**src/rtl/host_cmd_decoder.sv**
```systemverilog
// Framed host write-command decoder: HEADER, ADDR, data bytes (MSB first), XOR checksum -> register bank.
// Optional ack back-channel enabled by defining HOST_CMD_ACK_EN.
module host_cmd_decoder #(
  parameter int unsigned NUM_REGS   = 8,
  parameter int unsigned REG_BYTES  = 1,
  parameter logic [7:0]  HEADER     = 8'hFF,
  parameter int unsigned CLK_FREQ   = 200_000_000,
  parameter int unsigned TIMEOUT_US = 100,
  parameter logic [NUM_REGS*REG_BYTES*8-1:0] RESET_VALUES = (NUM_REGS*REG_BYTES*8)'(10)
) (
  input  logic                            clk,
  input  logic                            rst_n,
  input  logic [7:0]                      data_rx,
  input  logic                            rx_done,
  output logic [NUM_REGS*REG_BYTES*8-1:0] regs_flat,
  output logic [NUM_REGS-1:0]             reg_wr_stb,
  output logic                            frame_err,
  output logic [15:0]                     err_cnt,
  output logic                            busy
`ifdef HOST_CMD_ACK_EN
  ,
  output logic [7:0]                      ack_data,
  output logic                            ack_valid,
  input  logic                            ack_ready
`endif
);

  localparam int unsigned RW     = 8 * REG_BYTES;
  localparam int unsigned BANK_W = NUM_REGS * RW;
  localparam int unsigned TO_CYC = CLK_FREQ / 1_000_000 * TIMEOUT_US;
  localparam int unsigned TO_W   = $clog2(TO_CYC + 1);
  localparam int unsigned IDX_W  = (REG_BYTES > 1) ? $clog2(REG_BYTES) : 1;

  typedef enum logic [1:0] {S_IDLE, S_ADDR, S_DATA, S_CSUM} state_t;

  state_t             r_state, w_state_nxt;
  logic [7:0]         r_addr;
  logic [7:0]         r_xor;
  logic [RW-1:0]      r_shadow;
  logic [IDX_W-1:0]   r_idx;
  logic [TO_W-1:0]    r_to_cnt;
  logic [BANK_W-1:0]  r_regs;
  logic [NUM_REGS-1:0] r_stb;
  logic               r_err;
  logic [15:0]        r_err_cnt;
  logic               r_busy;
  logic               w_commit;
  logic               w_err;
  logic               w_to_hit;

  always_ff @(posedge clk or negedge rst_n) begin
    if (!rst_n) r_state <= S_IDLE;
    else        r_state <= w_state_nxt;
  end

  // Next state plus commit/reject decisions; an arriving byte beats a same-cycle timeout.
  always_comb begin
    w_state_nxt = r_state;
    w_commit    = 1'b0;
    w_err       = 1'b0;
    w_to_hit    = (r_to_cnt == TO_W'(TO_CYC));
    case (r_state)
      S_IDLE: if (rx_done && data_rx == HEADER) w_state_nxt = S_ADDR;
      S_ADDR: if (rx_done) w_state_nxt = S_DATA;
      S_DATA: if (rx_done && r_idx == IDX_W'(REG_BYTES - 1)) w_state_nxt = S_CSUM;
      S_CSUM: begin
        if (rx_done) begin
          w_state_nxt = S_IDLE;
          if (data_rx == r_xor && r_addr < 8'(NUM_REGS)) w_commit = 1'b1;
          else                                           w_err    = 1'b1;
        end
      end
      default: w_state_nxt = S_IDLE;
    endcase
    if (r_state != S_IDLE && !rx_done && w_to_hit) begin
      w_state_nxt = S_IDLE;
      w_err       = 1'b1;
    end
  end

  // Frame datapath: address latch, shadow shift, running checksum, inter-byte timer.
  always_ff @(posedge clk or negedge rst_n) begin
    if (!rst_n) begin
      r_addr   <= '0;
      r_xor    <= '0;
      r_shadow <= '0;
      r_idx    <= '0;
      r_to_cnt <= '0;
    end else begin
      if (r_state == S_IDLE || rx_done) r_to_cnt <= '0;
      else if (!w_to_hit)               r_to_cnt <= r_to_cnt + TO_W'(1);
      if (rx_done && r_state == S_ADDR) begin
        r_addr <= data_rx;
        r_xor  <= data_rx;
        r_idx  <= '0;
      end
      if (rx_done && r_state == S_DATA) begin
        r_shadow <= RW'({r_shadow, data_rx});
        r_xor    <= r_xor ^ data_rx;
        r_idx    <= r_idx + IDX_W'(1);
      end
    end
  end

  // Register bank, write strobes and error bookkeeping.
  always_ff @(posedge clk or negedge rst_n) begin
    if (!rst_n) begin
      r_regs    <= RESET_VALUES;
      r_stb     <= '0;
      r_err     <= 1'b0;
      r_err_cnt <= '0;
      r_busy    <= 1'b0;
    end else begin
      r_stb  <= '0;
      r_err  <= w_err;
      r_busy <= (w_state_nxt != S_IDLE);
      for (int unsigned k = 0; k < NUM_REGS; k++) begin
        if (w_commit && r_addr == 8'(k)) begin
          r_regs[k*RW +: RW] <= r_shadow;
          r_stb[k]           <= 1'b1;
        end
      end
      if (w_err && r_err_cnt != 16'hFFFF) r_err_cnt <= r_err_cnt + 16'd1;
    end
  end

  assign regs_flat  = r_regs;
  assign reg_wr_stb = r_stb;
  assign frame_err  = r_err;
  assign err_cnt    = r_err_cnt;
  assign busy       = r_busy;

`ifdef HOST_CMD_ACK_EN
  logic [7:0] r_ack_data;
  logic       r_ack_valid;

  // A newer ack overwrites a pending one, taking priority over the handshake clear.
  always_ff @(posedge clk or negedge rst_n) begin
    if (!rst_n) begin
      r_ack_data  <= '0;
      r_ack_valid <= 1'b0;
    end else if (w_commit || w_err) begin
      r_ack_data  <= w_commit ? 8'hAC : 8'hEC;
      r_ack_valid <= 1'b1;
    end else if (r_ack_valid && ack_ready) begin
      r_ack_valid <= 1'b0;
    end
  end

  assign ack_data  = r_ack_data;
  assign ack_valid = r_ack_valid;
`endif

endmodule
```
**config.mk**
```make
export PLATFORM = sky130hd
export DESIGN_NAME = host_cmd_decoder
export DESIGN_NICKNAME = d
export VERILOG_FILES = /design/src/rtl/host_cmd_decoder.sv
export SDC_FILE = /design/constraint.sdc
export NUM_CORES = 1
export LEC_CHECK = 0
export CORE_MARGIN = 2
export CORE_UTILIZATION = 52
export DETAILED_ROUTE_END_ITERATION = 8
export GPL_TIMING_DRIVEN = 0
export PLACE_DENSITY = 0.86
export SLEW_MARGIN = 20
export SYNTH_ARGS = -nofsm -noshare
export SYNTH_HDL_FRONTEND = slang
export SYNTH_SLANG_ARGS = --single-unit
```
**constraint.sdc**
```tcl
create_clock -name clk -period 3.2 [get_ports clk]
set_input_delay 0.32 -clock clk [delete_from_list [all_inputs] [get_ports clk]]
set_output_delay 0.32 -clock clk [all_outputs]
set_load 0.02 [all_outputs]
```
Word-level counts from Yosys, hierarchy flattened --
Cells that the tools add are included.
Word-level totals: flip-flop bits (word level) 132, input bits 11, output and inout bits 90, word-level logic and storage cells 89
Operators by class: add/sub/neg operators 3, $lt $le $gt $ge 1, eq/ne operators 15, multiplexer cells 27, bitwise logic cells 2, reduce and logical (&&, ||, !) cells 23
Operator list (count):
- $eq A8 B3 Y1 const B | 4
- $mux W15 | 2
- $mux W1 | 17
- $add A16 B1 Y16 const B | 1
- $eq A8 B2 Y1 const B | 2
- $logic_and A1 B1 Y1 | 16
- $mux W8 | 2
- $ne A16 B16 Y1 const B | 1
- $add A15 B1 Y15 const B | 1
- $eq A15 B15 Y1 const B | 1
- $mux W2 | 5
- $eq A8 B1 Y1 const B | 1
- $eq A8 B8 Y1 | 1
- $eq A8 B8 Y1 const B | 1
- $logic_not A8 Y1 | 1
- $lt A8 B4 Y1 const B | 1
- $pmux W2 S4 | 1
- $xor A8 B8 Y8 | 1
- $reduce_bool A2 Y1 | 3
- $eq A2 B2 Y1 const B | 2
- $eq A2 B1 Y1 const B | 1
- $logic_not A2 Y1 | 1
- $ne A2 B1 Y1 const B | 1
- $add A1 B1 Y1 const B | 1
- 3 further kinds | 3

Logic depth before layout (Yosys ltp) --
word-level depth 7, mapped depth 9, depth with buffers taken out 8

Worst setup path after synthesis --
OpenSTA, ideal clock, no wires.
kind reg2reg, start point register r_addr[6], end point register r_regs[48] (netlist: regs_flat[48]), setup time 0.125 ns, data arrival time 2.342 ns, required time 3.075 ns, path slack 0.733 ns, cell stages (with the launch flop) 8, path buffers 1, period minus slack after synthesis 2.467 ns, path through dfrtp_1 or4_1 nor4_2 nand4_2 or2_1 buf_6 nor3b_4 mux2_2
Between the ends: cells in the longest elaborated chain, start to end 6, elaborated cells between the ends (all ways) 7, classes of those cells order compare (1); eq/ne (1); mux (3); reduce/logical (2)
Ends and longest elaborated chain:
- start: declaration | RTL line 37 | logic [7:0] r_addr;
- start signal: assignment | RTL line 93 | r_addr <= data_rx;
- $lt A8 B4 Y1 | RTL line 69 | if (data_rx == r_xor && r_addr < 8'(NUM_REGS)) w_commit = 1'b1;
- $logic_and A1 B1 Y1 | RTL line 69
- $mux W1 | RTL line 69
- $mux W1 | RTL line 67 | if (rx_done) begin
- $mux W1 | RTL line 62 | case (r_state)
- $logic_and A1 B1 Y1 (*) | RTL line 118 | if (w_commit && r_addr == 8'(k)) begin
- end signal: indexed assignment | RTL line 119 | r_regs[k*RW +: RW] <= r_shadow;
- end: declaration | RTL line 42 | logic [BANK_W-1:0] r_regs;
Every way passes the cells marked *; elsewhere a longest branch is shown, timed or not. A chain may end at the register's enable or synchronous reset.

Worst setup path after layout --
start point register r_addr[6], end point register r_regs[26] (netlist: regs_flat[26])
Same word-level chain as after synthesis.

==> impl_metrics.json <==
{
  "cts.path.max_buffers": 2,
  "cap_violations": 0,
  "drt_wl_total_mm": 12.7,
  "die_area_um2": 11600,
  "final_common_cell": "dfrtp_1",
  "antenna_left": 0,
  "worstMarginPinSlew_ns": 0.727,
  "cts_hold_buf": 1,
  "ios": 101,
  "track_usage": 0.238,
  "antennaDiodeCount": 0,
  "p_leak_nw": 3.35,
  "dp.cells": 680,
  "die_w_um": 108,
  "hold_class": "input pin to flip-flop",
  "cts_num_sinks": 132,
  "slew-limit-headroom": 0.512,
  "post-place-ws_ns": -0.00356,
  "fin_nets": 578,
  "skew_ns": 0.0133,
  "final_max_slew_viol_count": 0,
  "wl_per_cell_um": 17.8,
  "cp.arrival_ns": 3.28,
  "first_pass_iters": 5,
  "layout_common_cells": "dfrtp_1, clkdlybuf4s50_1, mux2_2, nor2_1, nand2_1",
  "hold_violations": 0,
  "drtIter0Drc": 189,
  "cts_tree": "yes",
  "syn-cell-area_um2": 5590,
  "cts_resized": 0,
  "cp.required_ns": 3.61,
  "grt_max_degree": 80,
  "drive_gt1_frac": 0.224,
  "min_period_ns": 2.88,
  "end_kind": "flip-flop",
  "rsz0062_at_grt": "no",
  "dp_hpwl_mm": 8.64,
  "rows": 37,
  "grt_pass1_vias": 4064,
  "r2r_start": "r_addr[6]",
  "synth-seq-cells": 132,
  "fp.coreArea_um2": 10400,
  "ys_seq_area_frac": 0.592,
  "hold-path-endpoint": "r_state[1]",
  "via_per_inst": 5.56,
  "drc": 0,
  "syn_nets": 458,
  "min_from": "rx_done",
  "ys.warnings.count": 0,
  "holdWs_ns": 0.276,
  "critPathMaxFanout": 8,
  "fmax_mhz": 348,
  "whs_path_depth": 3,
  "initial_core_util": 0.539,
  "worstSetupPathType": "flip-flop to flip-flop",
  "clkLatencyLatePin_ns": 0.53,
  "rr_endpoint": "regs_flat[26]",
  "ir_drop_v": 0.000476,
  "synth_cell_types": 42,
  "startpoint_type": "flip-flop",
  "design_area_um2": 7330,
  "cts_setup_buffers": 0,
  "dpl_cell_area_um2": 6780,
  "r2r_slack_ns": 0.32,
  "htree_levels": 4,
  "via_count": 3966,
  "fin_crit_sh": 0.899,
  "reg2reg_depth": 7,
  "p_total_w": 0.00483,
  "io_buffer_count": 99,
  "antenna_found_initial": 0,
  "fin_ws_ns": 0.324,
  "root_buffer": "clkbuf_8",
  "cts_buffers": 17,
  "grt_first_pass_wirelength_mm": 20.9,
  "clk_pin_slew_ns": 0.06,
  "status": "finished, final reports clean",
  "final_cell_count_no_fill": 713,
  "grt_overflow_total": 0,
  "avgSynthCellArea_um2": 12.6,
  "setup_viol": 0,
  "fillerInstances": 694,
  "die_height_um": 108,
  "finalWeightedCongestion": 0.894,
  "synth_cells": 444,
  "p_per_area_nw_per_um2": 658,
  "syn2layout_area_growth_pct": 31.2
}
==> metal layers <==
layer	GRT usage	vias up	part of all wire	wire, µm
met3	0.0490	17	0.049	626
met1	0.308	2000	0.42	5360
li1	-	1806	-	-
met4	0.0760	0	0.013	167
met2	0.402	143	0.51	6510
met5	0	-	0	0
==> worst max path at each step <==
stage,slack [ns],start,to,depth (start not counted)
floorplan,0.73,r_addr[6],regs_flat[48],7
global placement,-2.97,rst_n,regs_flat[43],1
detailed placement,-0.004,data_rx[2],regs_flat[52],8
CTS,0.33,r_addr[6],regs_flat[26],7
global route,0.23,r_addr[6],regs_flat[26],7
finish,0.32,r_addr[6],regs_flat[26],7
==> synth_stat cells <==
| cell type | count | area share |
|---|---|---|
| or2_2 | 5 | 0.0056 |
| nor2_2 | 1 | 0.0011 |
| dfstp_2 | 2 | 0.0094 |
| nor4bb_1 | 2 | 0.0036 |
| o22a_1 | 1 | 0.0016 |
| nand4_2 | 1 | 0.0022 |
| nor4_2 | 1 | 0.0022 |
| and2_1 | 3 | 0.0034 |
| nor2_1 | 34 | 0.023 |
| or4_1 | 1 | 0.0013 |
| o22ai_1 | 10 | 0.011 |
| nand3_1 | 13 | 0.012 |
| buf_1 | 1 | 0.00067 |
| inv_1 | 8 | 0.0054 |
| nand2_1 | 30 | 0.020 |
| o21ai_1 | 1 | 0.00090 |
| and3_1 | 8 | 0.0090 |
| or2_1 | 1 | 0.0011 |
| xor2_1 | 25 | 0.039 |
| a21oi_1 | 21 | 0.019 |
| nor4_1 | 3 | 0.0034 |
| o21a_1 | 1 | 0.0013 |
| nor3_1 | 7 | 0.0063 |
| mux2i_1 | 1 | 0.0018 |
| mux2_2 | 80 | 0.16 |
| xnor2_1 | 8 | 0.013 |
| ha_1 | 3 | 0.0067 |
| nand2b_1 | 4 | 0.0045 |
| and4_1 | 3 | 0.0047 |
| and4b_1 | 1 | 0.0018 |
| o21ai_0 | 3 | 0.0027 |
| mux2_1 | 1 | 0.0020 |
| clkbuf_1 | 11 | 0.0074 |
| nor3_4 | 1 | 0.0029 |
| dfrtp_1 | 130 | 0.58 |
| nor3_2 | 1 | 0.0018 |
| buf_6 | 1 | 0.0020 |
| nand4_1 | 8 | 0.0090 |
| a31oi_1 | 2 | 0.0022 |
| nand3b_1 | 3 | 0.0040 |
| nor3b_4 | 2 | 0.0067 |
| or3_1 | 1 | 0.0011 |
==> state kept, by name, summed over array words and instances (netlist names), 2 cells and up <==
| register | cells |
|---|---|
| r_xor | 8 |
| reg_wr_stb | 8 |
| r_to_cnt | 15 |
| err_cnt | 16 |
| regs_flat | 64 |
| r_state | 2 |
| r_shadow | 8 |
| r_addr | 8 |
==> where the power goes <==
group / internal (W) / leakage (nW) / switching, W
Sequential: 0.00188 / 1.78 / 0.000323
Clock: 0.000997 / 0.245 / 0.000742
Combinational: 0.000388 / 1.33 / 0.000497
Total: 0.00326 / 3.35 / 0.00156
==> worst max-delay path: stages (launching register included) <==
cell and delay (ns):
dfrtp_1 0.39, or4_1 0.56, nor4_2 0.26, nand4_2 0.25
or2_1 0.31, buf_6 0.15, nor3b_4 0.44, mux2_2 0.41
==> per-stage QoR <==
stage / util / TNS [ns]
global placement: 0.651 / -388.42
global route: 0.707 / 0
CTS: 0.707 / 0
floorplan: - / 0
finish: 0.707 / 0
detailed placement: 0.653 / -0.00356
==> layout make-up <==
class                           instances  area [µm²]  area share
Sequential cell                       132        3310       0.451
Tap cell                              136         170      0.0232
Multi-Input combinational cell        291        2190       0.299
Clock buffer                           19         442      0.0603
Buffer                                 13        56.3     0.00768
Inverter                                8        30.0     0.00410
Timing Repair Buffer                  101        1030       0.141
Clock inverter                         13         101      0.0138
==> cell families (layout without fill, tap and decap cells) <==
| kind of cell | after synthesis | count (layout) | share of synthesized area |
|---|---|---|---|
| AND/OR/NAND/NOR | 134 | 134 | 0.130 |
| flip-flops | 132 | 132 | 0.592 |
| multiplexers | 82 | 82 | 0.165 |
| AO/OA/AOI/OAI | 39 | 39 | 0.0388 |
| XOR/XNOR | 33 | 33 | 0.0517 |
| buffers and inverters | 21 | 154 | 0.0155 |
| adder cells (fa/ha/maj) | 3 | 3 | 0.00672 |
(Power assumes the default switching activity.)
